File: src/rtl/program_loader.sv
// rtl/program_loader.sv - length/payload/checksum frame writer that fills CPU memory and gates CPU reset
module program_loader #(
    parameter int ADDR_WIDTH     = 5,
    parameter int DATA_WIDTH     = 8,
    parameter int MEM_DEPTH      = 32,
    parameter int TIMEOUT_CYCLES = 255
) (
    input  logic                  clk,
    input  logic                  rst,
    input  logic                  start,
    input  logic                  in_valid,
    input  logic [DATA_WIDTH-1:0] in_data,
    output logic                  in_ready,
    output logic                  mem_write_en,
    output logic [ADDR_WIDTH-1:0] mem_address,
    output logic [DATA_WIDTH-1:0] mem_data,
    output logic                  cpu_rst,
    output logic                  busy,
    output logic                  done,
    output logic                  error
);

    typedef enum logic [2:0] {
        S_IDLE,
        S_LEN,
        S_DATA,
        S_SUM,
        S_DONE,
        S_ERR
    } state_t;

    localparam int GW = $clog2(TIMEOUT_CYCLES + 1);
    localparam int CW = ADDR_WIDTH + 1;
    localparam logic [GW-1:0]         GAP_LAST = GW'(TIMEOUT_CYCLES - 1);
    localparam logic [DATA_WIDTH-1:0] MAX_LEN  = DATA_WIDTH'(MEM_DEPTH);

    state_t                state;
    state_t                next_state;
    logic [GW-1:0]         gap;
    logic [CW-1:0]         cnt;
    logic [ADDR_WIDTH-1:0] addr;
    logic [DATA_WIDTH-1:0] sum;
    logic                  xfer;
    logic                  timeout_hit;
    logic                  len_bad;
    logic                  next_active;

    // in_ready is registered, so a transfer is decided entirely by the current state
    assign xfer        = in_valid && in_ready;
    // a transfer on the limit cycle wins over the timeout
    assign timeout_hit = !xfer && (gap == GAP_LAST);
    assign len_bad     = (in_data == '0) || (in_data > MAX_LEN);
    assign next_active = (next_state == S_LEN) || (next_state == S_DATA) || (next_state == S_SUM);

    // state register
    always_ff @(posedge clk) begin
        if (rst) state <= S_IDLE;
        else     state <= next_state;
    end

    // next-state decode
    always_comb begin
        next_state = state;
        case (state)
            S_IDLE: if (start) next_state = S_LEN;
            S_LEN: begin
                if (xfer)             next_state = len_bad ? S_ERR : S_DATA;
                else if (timeout_hit) next_state = S_ERR;
            end
            S_DATA: begin
                if (xfer)             next_state = (cnt == CW'(1)) ? S_SUM : S_DATA;
                else if (timeout_hit) next_state = S_ERR;
            end
            S_SUM: begin
                if (xfer)             next_state = (in_data == sum) ? S_DONE : S_ERR;
                else if (timeout_hit) next_state = S_ERR;
            end
            S_DONE, S_ERR: if (start) next_state = S_LEN;
            default: next_state = S_IDLE;
        endcase
    end

    // datapath, memory write port and registered status outputs
    always_ff @(posedge clk) begin
        if (rst) begin
            in_ready     <= 1'b0;
            mem_write_en <= 1'b0;
            mem_address  <= '0;
            mem_data     <= '0;
            cpu_rst      <= 1'b1;
            busy         <= 1'b0;
            done         <= 1'b0;
            error        <= 1'b0;
            gap          <= '0;
            cnt          <= '0;
            addr         <= '0;
            sum          <= '0;
        end else begin
            mem_write_en <= 1'b0;
            in_ready     <= next_active;
            busy         <= next_active;
            done         <= (next_state == S_DONE);
            error        <= (next_state == S_ERR);
            cpu_rst      <= (next_state != S_DONE);

            if (xfer || (next_state == S_LEN && state != S_LEN))
                gap <= '0;
            else if (state == S_LEN || state == S_DATA || state == S_SUM)
                gap <= gap + GW'(1);

            if (xfer && state == S_LEN) begin
                cnt  <= in_data[CW-1:0];
                addr <= '0;
                sum  <= '0;
            end

            if (xfer && state == S_DATA) begin
                mem_write_en <= 1'b1;
                mem_address  <= addr;
                mem_data     <= in_data;
                addr         <= addr + ADDR_WIDTH'(1);
                sum          <= sum + in_data;
                cnt          <= cnt - CW'(1);
            end
        end
    end

endmodule

File: config.mk
export PLATFORM = sky130hd
export DESIGN_NAME = program_loader
export DESIGN_NICKNAME = d
export VERILOG_FILES = /design/src/rtl/program_loader.sv
export SDC_FILE = /design/constraint.sdc
export NUM_CORES = 1
export LEC_CHECK = 0
export ABC_AREA = 1
export CAP_MARGIN = 25
export CORE_ASPECT_RATIO = 0.6
export CORE_MARGIN = 8
export CORE_UTILIZATION = 59
export CTS_BUF_LIST = sky130_fd_sc_hd__clkbuf_4 sky130_fd_sc_hd__clkbuf_8 sky130_fd_sc_hd__clkbuf_16
export DETAILED_ROUTE_END_ITERATION = 16
export PLACE_DENSITY_LB_ADDON = 0.12
export RECOVER_POWER = 50
export SLEW_MARGIN = 20
export SYNTH_ARGS = -nofsm -noshare
export SYNTH_HDL_FRONTEND = slang
export SYNTH_SLANG_ARGS = --single-unit
File: constraint.sdc
create_clock -name clk -period 2.5 [get_ports clk]
set_clock_uncertainty 0.05 [all_clocks]
set_input_delay 0.5 -clock clk [delete_from_list [all_inputs] [get_ports clk]]
set_output_delay 0.5 -clock clk [all_outputs]
set_load 0.05 [all_outputs]
---- Word level (Yosys, flattened, before mapping) ----
Index checks and enable logic that the tools add are counted.
operators by class
  muxes and demuxes ....................... 16
  magnitude comparators ................... 1
  eq/ne operators ......................... 15
  $add $sub $neg .......................... 4
  reduce and logical (&&, ||, !) cells .... 17
operator list
  operator                                             number
  2-to-1 mux 3 bit                                     6
  2-to-1 mux 8 bit                                     2
  equality test 3 x 2 -> 1 bit, second input constant  4
  equality test 3 bit, second input constant           4
  2-to-1 mux 6 bit                                     2
  one-hot mux 3 bit (4 select lines)                   1
  2-to-1 mux 5 bit                                     2
  adder 8 x 1 -> 8 bit, second input constant          1
  adder 8 bit                                          1
  equality test 8 bit                                  1
  equality test 8 bit, second input constant           1
  > comparator 8 x 6 -> 1 bit, second input constant   1
  zero test 8 bit                                      1
  equality test 3 x 1 -> 1 bit, second input constant  2
  equality test 6 x 1 -> 1 bit, second input constant  1
  logical OR 1 bit                                     6
  subtractor 6 x 1 -> 6 bit, second input constant     1
  adder 5 x 1 -> 5 bit, second input constant          1
  logical AND 1 bit                                    5
  zero test 3 bit                                      1
  2-to-1 mux 1 bit                                     3
  != test 3 x 1 -> 1 bit, second input constant        1
  != test 3 bit, second input constant                 1
  OR reduction 3 bit                                   1
  3 further kinds                                      3
storage, ports and cells
  register bits ........................... 48
  output and inout port bits .............. 19
  input bits .............................. 12
  logic and storage cells ................. 65

---- Longest topological paths before layout ----
  word-level depth ........................ 10
  mapped depth ............................ 13
  gate-level depth less buffers ........... 13

---- Worst setup path after synthesis ----
No wires, ideal clock.
  path type ............................... input to register
  from .................................... input in_data[0]
  to ...................................... register sum[6]
  arrival ................................. 1.665 ns
  path slack .............................. 0.668 ns
  path buffers ............................ 0
  cell stages on the path ................. 10
  required time ........................... 2.333 ns
  library setup time ...................... 0.117 ns
  path through ............................ ha_1 fa_1 nand3_1 nand2_1 nand2_1 nand2_1 a21oi_1 nand2_1 nand2_1 o21ai_1
on the way
  longest elaborated chain between the ends .. 2
ends and longest elaborated chain
  item                  RTL line  RTL
  from (decl)           12        input logic [DATA_WIDTH-1:0] in_data,
  adder 8 bit           122       sum <= sum + in_data;
  2-to-1 mux 8 bit      117       if (xfer && state == S_DATA) begin
  to (signal assigned)  122
  to (decl)             42        logic [DATA_WIDTH-1:0] sum;
Every way passes these cells.
A chain may end at the register's enable or synchronous reset.

---- Worst setup path in the final report ----
Ends and elaborated chain as after synthesis.

==> results.cfg <==
[synthesis]
synth_xor_area_share_pct = 3.465
synth_area_um2 = 2527
synth_compound_area_share_pct = 15.74
synth_top_area_share_pct = 38.02
yosysSeqAreaShare_pct = 38.02
ys_warn_count = 0
synthAdderAreaFrac_pct = 6.733
syn_nets = 352
ys_top_cells_by_area = dfxtp_1 (38%), nand2_1 (7.7%), ha_1 (5.9%), a21oi_1 (5.7%), o21ai_0 (4.4%)
syn_avg_cell_area_um2 = 7.729
synth.area.mux_share_pct = 0
yosys.area_share.simple_pct = 27.48
yosys_register_bits = 48
yosysUniqueCellTypes = 39
synth_top_family_by_area = simple AND/OR/NAND/NOR gates
yosysTopAreaCell = dfxtp_1
synthCells = 327

[die]
coreArea_um2 = 4121
dieArea_um2 = 6703
die_h_um = 66.70
start_util_pct = 61.32
ios = 31
rows = 18
die_w_um = 100.5

[pwr]
ir_worst_vdd_mv = 0.3769
cellPowerDensity_nw_per_um2 = 528.3
p_leak_uw = 0.001318

[clock_tree]
cts_max_level = 2
cts.clk_slew.worst_paths_ps = 90
clockRootBuffer = clkbuf_8
cts_tree = yes
clock-sinks = 48
clk_latency_ps = 310
clockBufferDepth = 2
cts_buffers = 5
cts_setup_buffers = 0
ctsHoldBuffers = 0
ctsResizeCount = 0

[detailed_routing]
drcViolationCount = 0
drt-total-wl_mm = 5.836
drt-initial-drc-count = 164
via_per_inst = 5.265
drtPass1Iterations = 6
ant_nets = 0
vias = 2222
detail_route.wl_per_cell_um = 13.83

[place]
routabilityCongestion = 0.8605
hpwlAfterDp_mm = 4.443
port_buffers = 30

[critical_path]
crit_path_frequent_cell = nand2_1
path_buf_inv = 1
crit_path_start_kind = input pin
r2r_slack_ps = 640
critical_path_required_ps = 2660
crit_slowest_cell = clkdlybuf4s50_1
crit_type = input pin to register
path_cells = clkdlybuf4s50_1 > ha_1 > fa_1 > nand3_1 > nand2_1 > nand2_1 > nand2_1 > a21oi_1 > nand2_1 > nand2_1 > o21ai_1
cpPeakStageDelay_ps = 450
reg2reg_to = gap[0]
critPathMaxFanout = 3
end_kind = register
r2r_cells = 11
worstPathArrival_ps = 2320
r2r_start = busy
cpLargestDelayFamily = adder cells

[sta]
fmax_mhz = 461.7
worst_pin_slew_ps = 522.2
final.period_utilization_pct = 86.64
setup_viol = 0
slew_violations = 0
tns_ps = 0
relSlewSlack_pct = 65.08
hold_viol = 0
min_period_ps = 2166
rsz0062_at_grt = no
whs_ps = 424.0

[global_routing]
grtUsageMet2_pct = 26.28
grt_first_pass_wirelength_mm = 9.791
met3_usage_pct = 5.717
grt.busiest_layer = met1
grt-ovfl-total = 0
antenna_found_initial = 0
use_met1_pct = 26.31
grt_usage_pct = 18.58
grt_pass1_vias = 2053
grt_max_degree = 23

[layout]
area_growth_pct = 17.77
drive_above_1_share_pct = 16.57
nets = 386
final_common_cell = nand2_1
diodes = 0
layout_common_cells = nand2_1 (55), dfxtp_1 (48), inv_1 (29), a21oi_1 (29), nor2_1 (27)

[worst_hold_path]
worstHoldPathType = register to register
whs_path_depth = 2
hold_start = sum[5]
holdPathEnd = sum[5]

[status]
status = finished clean

[job]
maxCapViolCount = 0
registers in the layout (all words and copies together) (netlist names), 3 cells and up:
register	count
gap	8
mem_data	8
sum	8
cnt	6
addr	5
mem_address	5
state	3
per-stage QoR:
step                      std cells  instance area, um2  worst slack [ps]  util [%]  total power [uW]
after floorplan                 327                2527             668.2         -              1011
after global routing            422                2977             143.0     72.22              1643
final                           422                2977             333.9     72.22              1573
after global placement          414                2893             125.1     70.19              1083
after detailed placement        414                2893             64.06     70.19              1088
after CTS                       422                2990             343.2     72.56              1582
worst min-delay path, cell delays in order (launching register included):
cell and delay [ps]:
dfxtp_1 320, nand2_1 60, o21ai_1 50
cells in the mapped netlist (all sizes together):
master,instances
inv,41
buf,7
a32o,1
o2bb2ai,1
xor2,5
dfxtp,48
o31a,1
nor2,46
o211ai,1
clkbuf,1
nand3b,2
o22ai,3
o31ai,1
xnor2,5
a31oi,1
nor3b,3
a21oi,30
o21ai,28
nand3,16
ha,12
fa,1
nand4,3
nand2,65
a22o,3
nor3,2
routing by layer:
| layer | routed length (um) | vias up |
|---|---|---|
| met5 | 0 | - |
| met4 | 52 | 0 |
| met3 | 465 | 7 |
| met2 | 2331 | 81 |
| met1 | 2988 | 1001 |
| li1 | - | 1133 |
power by group:
part	switching, uW	internal (uW)
combinational	181	93.6
sequential	14.0	780
clock	280	224
cell families (layout without fill, tap and decap cells):
group / after synthesis / after routing
AOI/OAI and AO/OA: 70 / 70
xor gates and xnor gates: 10 / 10
adders and majority gates: 13 / 13
buffers and inverters: 49 / 84
DFF: 48 / 48
and+or+nand+nor: 137 / 137
how the worst max path moves through the flow:
| stage | startpoint | to | depth (start not counted) |
|---|---|---|---|
| finish | in_data[0] | sum[6] | 11 |
| global route | in_valid | mem_data[6] | 8 |
| floorplan | in_data[0] | sum[6] | 10 |
| detailed placement | in_data[0] | sum[6] | 11 |
| global placement | in_data[0] | sum[6] | 11 |
| CTS | in_data[0] | sum[6] | 11 |
cell type report:
| cell class | count | area, um2 |
|---|---|---|
| fill | 333 | 1145 |
| clock inverter | 2 | 15.01 |
| timing repair buffer | 35 | 350.3 |
| sequential | 48 | 960.9 |
| clock buffer | 6 | 82.58 |
| tap | 60 | 75.07 |
| inverter | 41 | 156.4 |
| multi-input combinational | 230 | 1336 |
No activity file was read; power rests on OpenSTA's default activity.
